**src/rtl/ysyx_25060173_ifu.sv**
```systemverilog
// Instruction fetch unit: credit-limited in-order fetch, response FIFO and redirect squashing.
// Define YSYX_25060173_IFU_PERF_EN to add the fetch/stall performance counter outputs.
module ysyx_25060173_ifu #(
  parameter logic [31:0] RESET_PC   = 32'h8000_0000,
  parameter int unsigned FIFO_DEPTH = 2
) (
  input  logic        clk,
  input  logic        reset,
  output logic        imem_req_valid,
  input  logic        imem_req_ready,
  output logic [31:0] imem_req_addr,
  input  logic        imem_resp_valid,
  input  logic [31:0] imem_resp_data,
  input  logic        imem_resp_err,
  input  logic        redirect_valid,
  input  logic [31:0] redirect_pc,
  output logic        if_valid,
  input  logic        if_ready,
  output logic [31:0] if_inst,
  output logic [31:0] if_pc,
`ifdef YSYX_25060173_IFU_PERF_EN
  output logic        if_err,
  output logic [31:0] perf_fetch_cnt,
  output logic [31:0] perf_stall_cnt
`else
  output logic        if_err
`endif
);

  localparam int unsigned PtrW = $clog2(FIFO_DEPTH);
  localparam int unsigned CntW = PtrW + 1;
  localparam int unsigned SumW = CntW + 1;

  logic            run_q;
  logic [31:0]     fetch_pc_q, fetch_pc_d;
  logic [31:0]     resp_pc_q, resp_pc_d;
  logic [CntW-1:0] out_q, out_d;
  logic [CntW-1:0] drop_q, drop_d;
  logic [CntW-1:0] cnt_q, cnt_d;
  logic [PtrW-1:0] wr_ptr_q, wr_ptr_d;
  logic [PtrW-1:0] rd_ptr_q, rd_ptr_d;

  logic [31:0] inst_mem [FIFO_DEPTH];
  logic [31:0] pc_mem   [FIFO_DEPTH];
  logic        err_mem  [FIFO_DEPTH];

  logic [SumW-1:0] inflight;
  logic            req_fire;
  logic            push;
  logic            pop;

  // Credit covers both words in flight and words buffered, so a response always has a slot.
  assign inflight       = {1'b0, out_q} + {1'b0, cnt_q};
  assign imem_req_valid = run_q && !redirect_valid && (inflight < SumW'(FIFO_DEPTH));
  assign imem_req_addr  = fetch_pc_q;
  assign req_fire       = imem_req_valid && imem_req_ready;
  assign push           = imem_resp_valid && (drop_q == '0) && !redirect_valid;
  assign if_valid       = (cnt_q != '0);
  assign pop            = if_valid && if_ready;

  assign if_inst = if_valid ? inst_mem[rd_ptr_q] : 32'd0;
  assign if_pc   = if_valid ? pc_mem[rd_ptr_q]   : 32'd0;
  assign if_err  = if_valid && err_mem[rd_ptr_q];

  always_comb begin
    fetch_pc_d = fetch_pc_q;
    resp_pc_d  = resp_pc_q;
    drop_d     = drop_q;
    wr_ptr_d   = wr_ptr_q;
    rd_ptr_d   = rd_ptr_q;
    out_d      = out_q + CntW'(req_fire) - CntW'(imem_resp_valid);
    cnt_d      = cnt_q + CntW'(push) - CntW'(pop);

    if (req_fire) begin
      fetch_pc_d = fetch_pc_q + 32'd4;
    end
    if (imem_resp_valid && (drop_q != '0)) begin
      drop_d = drop_q - CntW'(1);
    end
    if (push) begin
      resp_pc_d = resp_pc_q + 32'd4;
      wr_ptr_d  = wr_ptr_q + PtrW'(1);
    end
    if (pop) begin
      rd_ptr_d = rd_ptr_q + PtrW'(1);
    end

    // Everything still in flight after this edge belongs to the old path.
    if (redirect_valid) begin
      fetch_pc_d = {redirect_pc[31:2], 2'b00};
      resp_pc_d  = {redirect_pc[31:2], 2'b00};
      drop_d     = out_d;
      wr_ptr_d   = '0;
      rd_ptr_d   = '0;
      cnt_d      = '0;
    end
  end

  always_ff @(posedge clk or negedge reset) begin
    if (!reset) begin
      run_q      <= 1'b0;
      fetch_pc_q <= RESET_PC;
      resp_pc_q  <= RESET_PC;
      out_q      <= '0;
      drop_q     <= '0;
      cnt_q      <= '0;
      wr_ptr_q   <= '0;
      rd_ptr_q   <= '0;
    end else begin
      run_q      <= 1'b1;
      fetch_pc_q <= fetch_pc_d;
      resp_pc_q  <= resp_pc_d;
      out_q      <= out_d;
      drop_q     <= drop_d;
      cnt_q      <= cnt_d;
      wr_ptr_q   <= wr_ptr_d;
      rd_ptr_q   <= rd_ptr_d;
    end
  end

  always_ff @(posedge clk) begin
    if (push) begin
      inst_mem[wr_ptr_q] <= imem_resp_data;
      pc_mem[wr_ptr_q]   <= resp_pc_q;
      err_mem[wr_ptr_q]  <= imem_resp_err;
    end
  end

`ifdef YSYX_25060173_IFU_PERF_EN
  logic [31:0] fetch_cnt_q, fetch_cnt_d;
  logic [31:0] stall_cnt_q, stall_cnt_d;

  always_comb begin
    fetch_cnt_d = fetch_cnt_q + (pop ? 32'd1 : 32'd0);
    stall_cnt_d = stall_cnt_q + ((if_ready && !if_valid) ? 32'd1 : 32'd0);
  end

  always_ff @(posedge clk or negedge reset) begin
    if (!reset) begin
      fetch_cnt_q <= 32'd0;
      stall_cnt_q <= 32'd0;
    end else begin
      fetch_cnt_q <= fetch_cnt_d;
      stall_cnt_q <= stall_cnt_d;
    end
  end

  assign perf_fetch_cnt = fetch_cnt_q;
  assign perf_stall_cnt = stall_cnt_q;
`endif

  resp_has_owner_a: assert property (@(posedge clk) disable iff (!reset)
    imem_resp_valid |-> (out_q != '0))
    else $error("ifu: instruction response with no outstanding request");

endmodule
```
**config.mk**
```make
export PLATFORM = sky130hd
export DESIGN_NAME = ysyx_25060173_ifu
export DESIGN_NICKNAME = d
export VERILOG_FILES = /design/src/rtl/ysyx_25060173_ifu.sv
export SDC_FILE = /design/constraint.sdc
export NUM_CORES = 1
export LEC_CHECK = 0
export BUFFER_PORTS_ARGS = -buffer_cell sky130_fd_sc_hd__buf_2
export CORE_MARGIN = 2
export CORE_UTILIZATION = 60
export DETAILED_ROUTE_END_ITERATION = 8
export PLACE_DENSITY = 0.86
export SYNTH_ARGS = -nofsm -noshare
export SYNTH_HDL_FRONTEND = slang
export SYNTH_SLANG_ARGS = --single-unit
export TNS_END_PERCENT = 20
```
**constraint.sdc**
```tcl
create_clock -name clk -period 11 [get_ports clk]
set_input_delay 1.65 -clock clk [delete_from_list [all_inputs] [get_ports clk]]
set_output_delay 1.65 -clock clk [all_outputs]
set_load 0.005 [all_outputs]
```
Word-level counts from Yosys, hierarchy flattened:

Memories as Yosys holds them, arrays and structs flattened.
Index checks and enable logic that the tools add are counted.

* register bits: 73
* memory bits (writable): 130
* input port bits: 71
* output and inout port bits: 99
* memories: 3

Memories
* inst_mem: words 2, bits a word 32, rd ports 1, clocked after Yosys merged registers in 0, write ports 1, RTL line 43 `logic [31:0] inst_mem [FIFO_DEPTH];`
* pc_mem: words 2, bits a word 32, rd ports 1, clocked after Yosys merged registers in 0, write ports 1, RTL line 44 `logic [31:0] pc_mem [FIFO_DEPTH];`
* err_mem: words 2, bits a word 1, rd ports 1, clocked after Yosys merged registers in 0, write ports 1, RTL line 45 `logic err_mem [FIFO_DEPTH];`

* add/sub/neg operators: 10
* order comparisons: 1
* mux-type cells: 15
* reduce and logical (&&, ||, !) cells: 16

Operators by type and width (number)
* $mux 32: 6
* $add 32x3->32 const B: 2
* $reduce_bool 2->1: 6
* $logic_and 1x1->1: 8
* $mux 1: 6
* $mux 2: 3
* $add 2x1->2: 2
* $sub 2x1->2: 2
* $add 2x2->3: 1
* $lt 3x2->1 const B: 1
* $add 1x1->1 const B: 2
* $logic_not 2->1: 1
* $sub 2x1->2 const B: 1
* $logic_not 1->1: 1

Logic depth before layout (Yosys ltp):

* depth after elaboration: 7
* gate-level depth with buffers: 12
* mapped depth without buffers: 11

Least setup slack after synthesis:

OpenSTA, ideal clock, no wires.

* path kind: input -> register
* start point: in redirect_valid
* end point: mem err_mem[0] (enable)
* setup time: 0.485 ns
* arrival time: 5.096 ns
* required time: 10.515 ns
* slack: 5.419 ns
* cell stages on the path: 5
* buffers on the path: 2
* cells stage by stage: clkinv_1 > clkbuf_1 > clkbuf_1 > nand3_1 > nor2_1

* longest elaborated chain between the ends: 4

Ends and longest elaborated chain
* start, declared: RTL line 15 `input logic redirect_valid,`
* $logic_not 1->1: RTL line 57 `assign push = imem_resp_valid && (drop_q == '0) && !redirect_valid;`
* $logic_and 1x1->1: RTL line 57
* $mux 1: RTL line 122 `if (push) begin`
* $mux 1 (implied by the code): RTL line 125 `err_mem[wr_ptr_q] <= imem_resp_err;`
* end, declared: RTL line 45

No other way between the ends.

Worst setup path after layout:

* start point: in redirect_valid
* end point: out imem_req_valid

* longest elaborated chain between the ends: 3

Ends and longest elaborated chain
* $logic_not 1->1: RTL line 54 `assign imem_req_valid = run_q && !redirect_valid && (inflight < SumW'(FIFO_DEPTH));`
* $logic_and 1x1->1 (2 in a row): RTL line 54
* end, declared: RTL line 9 `output logic imem_req_valid,`

No other way between the ends.

==> run_results.csv <==
group,metric,value,unit
outcome,status,"complete, no violations",
power_and_ir_drop,total_power,2.05,mW
synth,synthArstFlopShare,35.4,%
layout,final_common_cell,"buf_2",
die,die_area,0.0158,mm^2
timing,final.setup_skew,0.0103,ns
route,routed_wl,19.4,mm
layout,layout-drive-gt1-share,25.8,%
global_routing,grt_max_degree,70,
die,die_y,126,um
layout,fin_cells,1060,
route,antenna_left,0,
clock_network,ctsHoldBuffers,0,
timing,rsz0062_at_grt,"false",
clock_network,cts_resized,0,
placed_design,placed_area,0.00985,mm^2
synth,synth-edff-count,126,
synth,synth_ff_type,"edfxtp_1",
synth,synth_top_area_share,42.5,%
critical_path,reg2regPathDepth,6,
layout,seq_area,0.00552,mm^2
critical_path,cp-end-kind,"output pin",
die,core_area,0.0145,mm^2
critical_path,cp.depth,4,
layout,multi_input_area,0.00319,mm^2
clock_network,clk_latency,0.43,ns
global_routing,track_usage,24.4,%
critical_path,path_class,"input pin to output pin",
clock_network,cts_tree,"built",
critical_path,critPathMaxStageDelay,0.34,ns
synth,synthCells,712,
die,start_util,61.2,%
route,drc,0,
placed_design,placed_cells,1028,
synth,seq_area_frac_synth,62.0,%
clock_network,numClockSinks,195,
flow_run,max_cap_viol_count,0,
clock_network,postCtsSetupBuffers,0,
power_and_ir_drop,combPwrFrac,21.6,%
route,drt-initial-drc-count,886,
critical_path,required,9.35,ns
clock_network,cts_buffer_depth,2,
route,viasPerCell,6.05,
critical_path,path_max_fanout,59,
timing,tns,0,ns
critical_path,startpoint_type,"input pin",
critical_path,worst_path_max_delay_cell,"nor4b_1",
clock_network,clock-root-buffer,"clkbuf_16",
global_routing,antenna_found_initial,0,
timing,period_share,38.4,%
timing,finalCriticalPeriod,4.22,ns
synth,synth_area_per_cell,12.5,um^2
timing,worst_slack,6.78,ns
synth,yosys_register_bits,195,
placed_design,gp_congestion,0.889,
critical_path,cpMostUsedCell,"buf_2",
power_and_ir_drop,power.leakage,3.98,nW
global_routing,grt_pass1_wl,30.6,mm
clock_network,numCtsBuffers,17,
min_path,holdCritPathClass,"flop to flop",
min_path,hold_depth,1,
synth,yosys-top-cells-area,"edfxtp_1 (43%), dfrtp_1 (19%), mux2i_1 (7.2%), nor2_1 (4.1%), mux2_2 (2.0%)",
die,fp.dieW,126,um
power_and_ir_drop,power_density,196,mW/mm^2
die,core.rowCount,44,
critical_path,path_cells,"buf_2 > buf_4 > nor4b_1 > buf_2",
power_and_ir_drop,p_switching,599,uW
power_and_ir_drop,power.share.clock,31.3,%
layout,num_antenna_cells,0,
clock_network,htree_levels,4,
critical_path,crit_buf_inv,3,
global_routing,grt-ovfl-total,0,
layout,fillers,993,
power_and_ir_drop,p_int,1.45,mW
route,firstDrtPassIters,5,
timing,setup_viol,0,
synth,synth_warnings,0,
layout,final_cell_mix,"buf_2 (163), edfxtp_1 (126), nor2_1 (94), dfrtp_1 (66), mux2i_1 (64)",
global_routing,grt_pass1_vias,5863,
synth,synth.distinct_cells,53,
placed_design,dpl.hpwl,12.7,mm
power_and_ir_drop,p_sw_share,29.2,%
route,dr_total_vias,6416,
power_and_ir_drop,p_seq_share,47.1,%
placed_design,dp_slack,6.66,ns
layout,final_area,0.0105,mm^2
clock_network,clk_pin_slew_worst_paths,0.07,ns
synth,synth_top_cell_by_area,"edfxtp_1",
die,ioPinCount,170,
timing,slew_headroom,24.0,%
timing,worst_pin_slew,1.13,ns
placed_design,port_buffers,163,
timing,drv_slew,0,
power_and_ir_drop,ir_drop,120,uV
timing,finalHoldViolCount,0,
route,wire_per_inst,18.3,um
layout,area_delta_synth_final,17.6,%
layout,nets,942,
timing,fmax,237,MHz
critical_path,cp_top_family,"buffers and inverters",
synth,syn_area,0.00889,mm^2
critical_path,worstPathArrival,2.57,ns
==> cells in the mapped netlist (17+ instances only) <==
master	number
edfxtp_1	126
nor2_1	97
dfrtp_1	67
mux2i_1	64
clkbuf_1	26
nand2_1	26
nand3_1	25
nor3_1	22
xnor2_1	20
and4_1	19
a211oi_1	17
nand4_1	17
==> flip-flops by register name (all words and copies together), names as in the netlist <==
signal and flops:
inst_mem 64, pc_mem 60, imem_req_addr 30, resp_pc_q 30, cnt_q 2, drop_q 2, err_mem 2, out_q 2
rd_ptr_q 1, run_q 1, wr_ptr_q 1
==> stage by stage <==
step,hold slack [ns],util [%]
after floorplan,0.440,-
after global placement,0.512,67.7
after detailed placement,0.525,67.7
after CTS,0.540,72.0
after global routing,0.587,72.0
final,0.534,72.0
==> area by class of cell <==
class / instances / area share, %
flip-flops and latches: 195 / 52.8
multi-input cells: 468 / 30.5
repair buffers: 169 / 8.23
clock buffers: 17 / 4.07
well taps: 184 / 2.20
clock inverters: 15 / 1.78
inverters: 12 / 0.431
==> layer usage <==
metal | share of wire [%] | global-route usage (%) | wire length (um) | up-vias
met5 | 0 | 0 | 0 | -
met4 | 1.4 | 6.72 | 265 | 0
met3 | 8.6 | 4.67 | 1660 | 28
met2 | 46 | 37.4 | 8900 | 339
met1 | 44 | 36.5 | 8620 | 3054
li1 | - | - | - | 2995
==> power by group through the flow <==
stage / Clock, mW / Combinational [mW] / Sequential (mW)
3_3_place_gp: 0 / 0.435 / 0.976
5_1_grt: 0.679 / 0.497 / 0.980
4_1_cts: 0.648 / 0.449 / 0.968
2_1_floorplan: 0 / 0.312 / 0.930
6_report: 0.642 / 0.444 / 0.968
3_5_place_dp: 0 / 0.446 / 0.982
==> worst register-to-register path: stages, from the launching register on <==
cell	delay, ns
dfrtp_1	0.43
and2_1	0.17
fa_1	0.47
nand4bb_1	0.46
nor4_1	0.89
a211oi_1	0.18
nor4_1	0.33
==> kinds of logic (layout without fill, tap and decap cells) <==
family,count (synthesis),after routing,synth area share [%]
AND/OR/NAND/NOR,273,273,16.3
flip-flops,195,195,62.0
buffers and inverters,52,213,2.48
XOR/XNOR,27,27,2.66
adder cells (fa/ha/maj),8,8,1.21
other,2,5,0.0845
AO/OA/AOI/OAI,75,75,6.02
multiplexers,80,80,9.23
==> path summary, 6_finish.rpt <==
kind / start / end / slack, ns
setup / recovery: redirect_valid / imem_req_valid / 6.78
hold / removal: out_q[0]$_DFF_PN0_ / out_q[0]$_DFF_PN0_ / 0.53
setup reg to reg: cnt_q[0]$_DFF_PN0_ / imem_req_addr[31]$_DFFE_PN1P_ / 7.97
hold reg to reg: out_q[0]$_DFF_PN0_ / out_q[0]$_DFF_PN0_ / 0.53
max in group asynchronous: reset / rd_ptr_q$_DFFE_PN0P_ / 8.92
min in group asynchronous: reset / imem_req_addr[29]$_DFFE_PN0P_ / 1.41
Note: power is estimated with default switching activity, not from simulation.
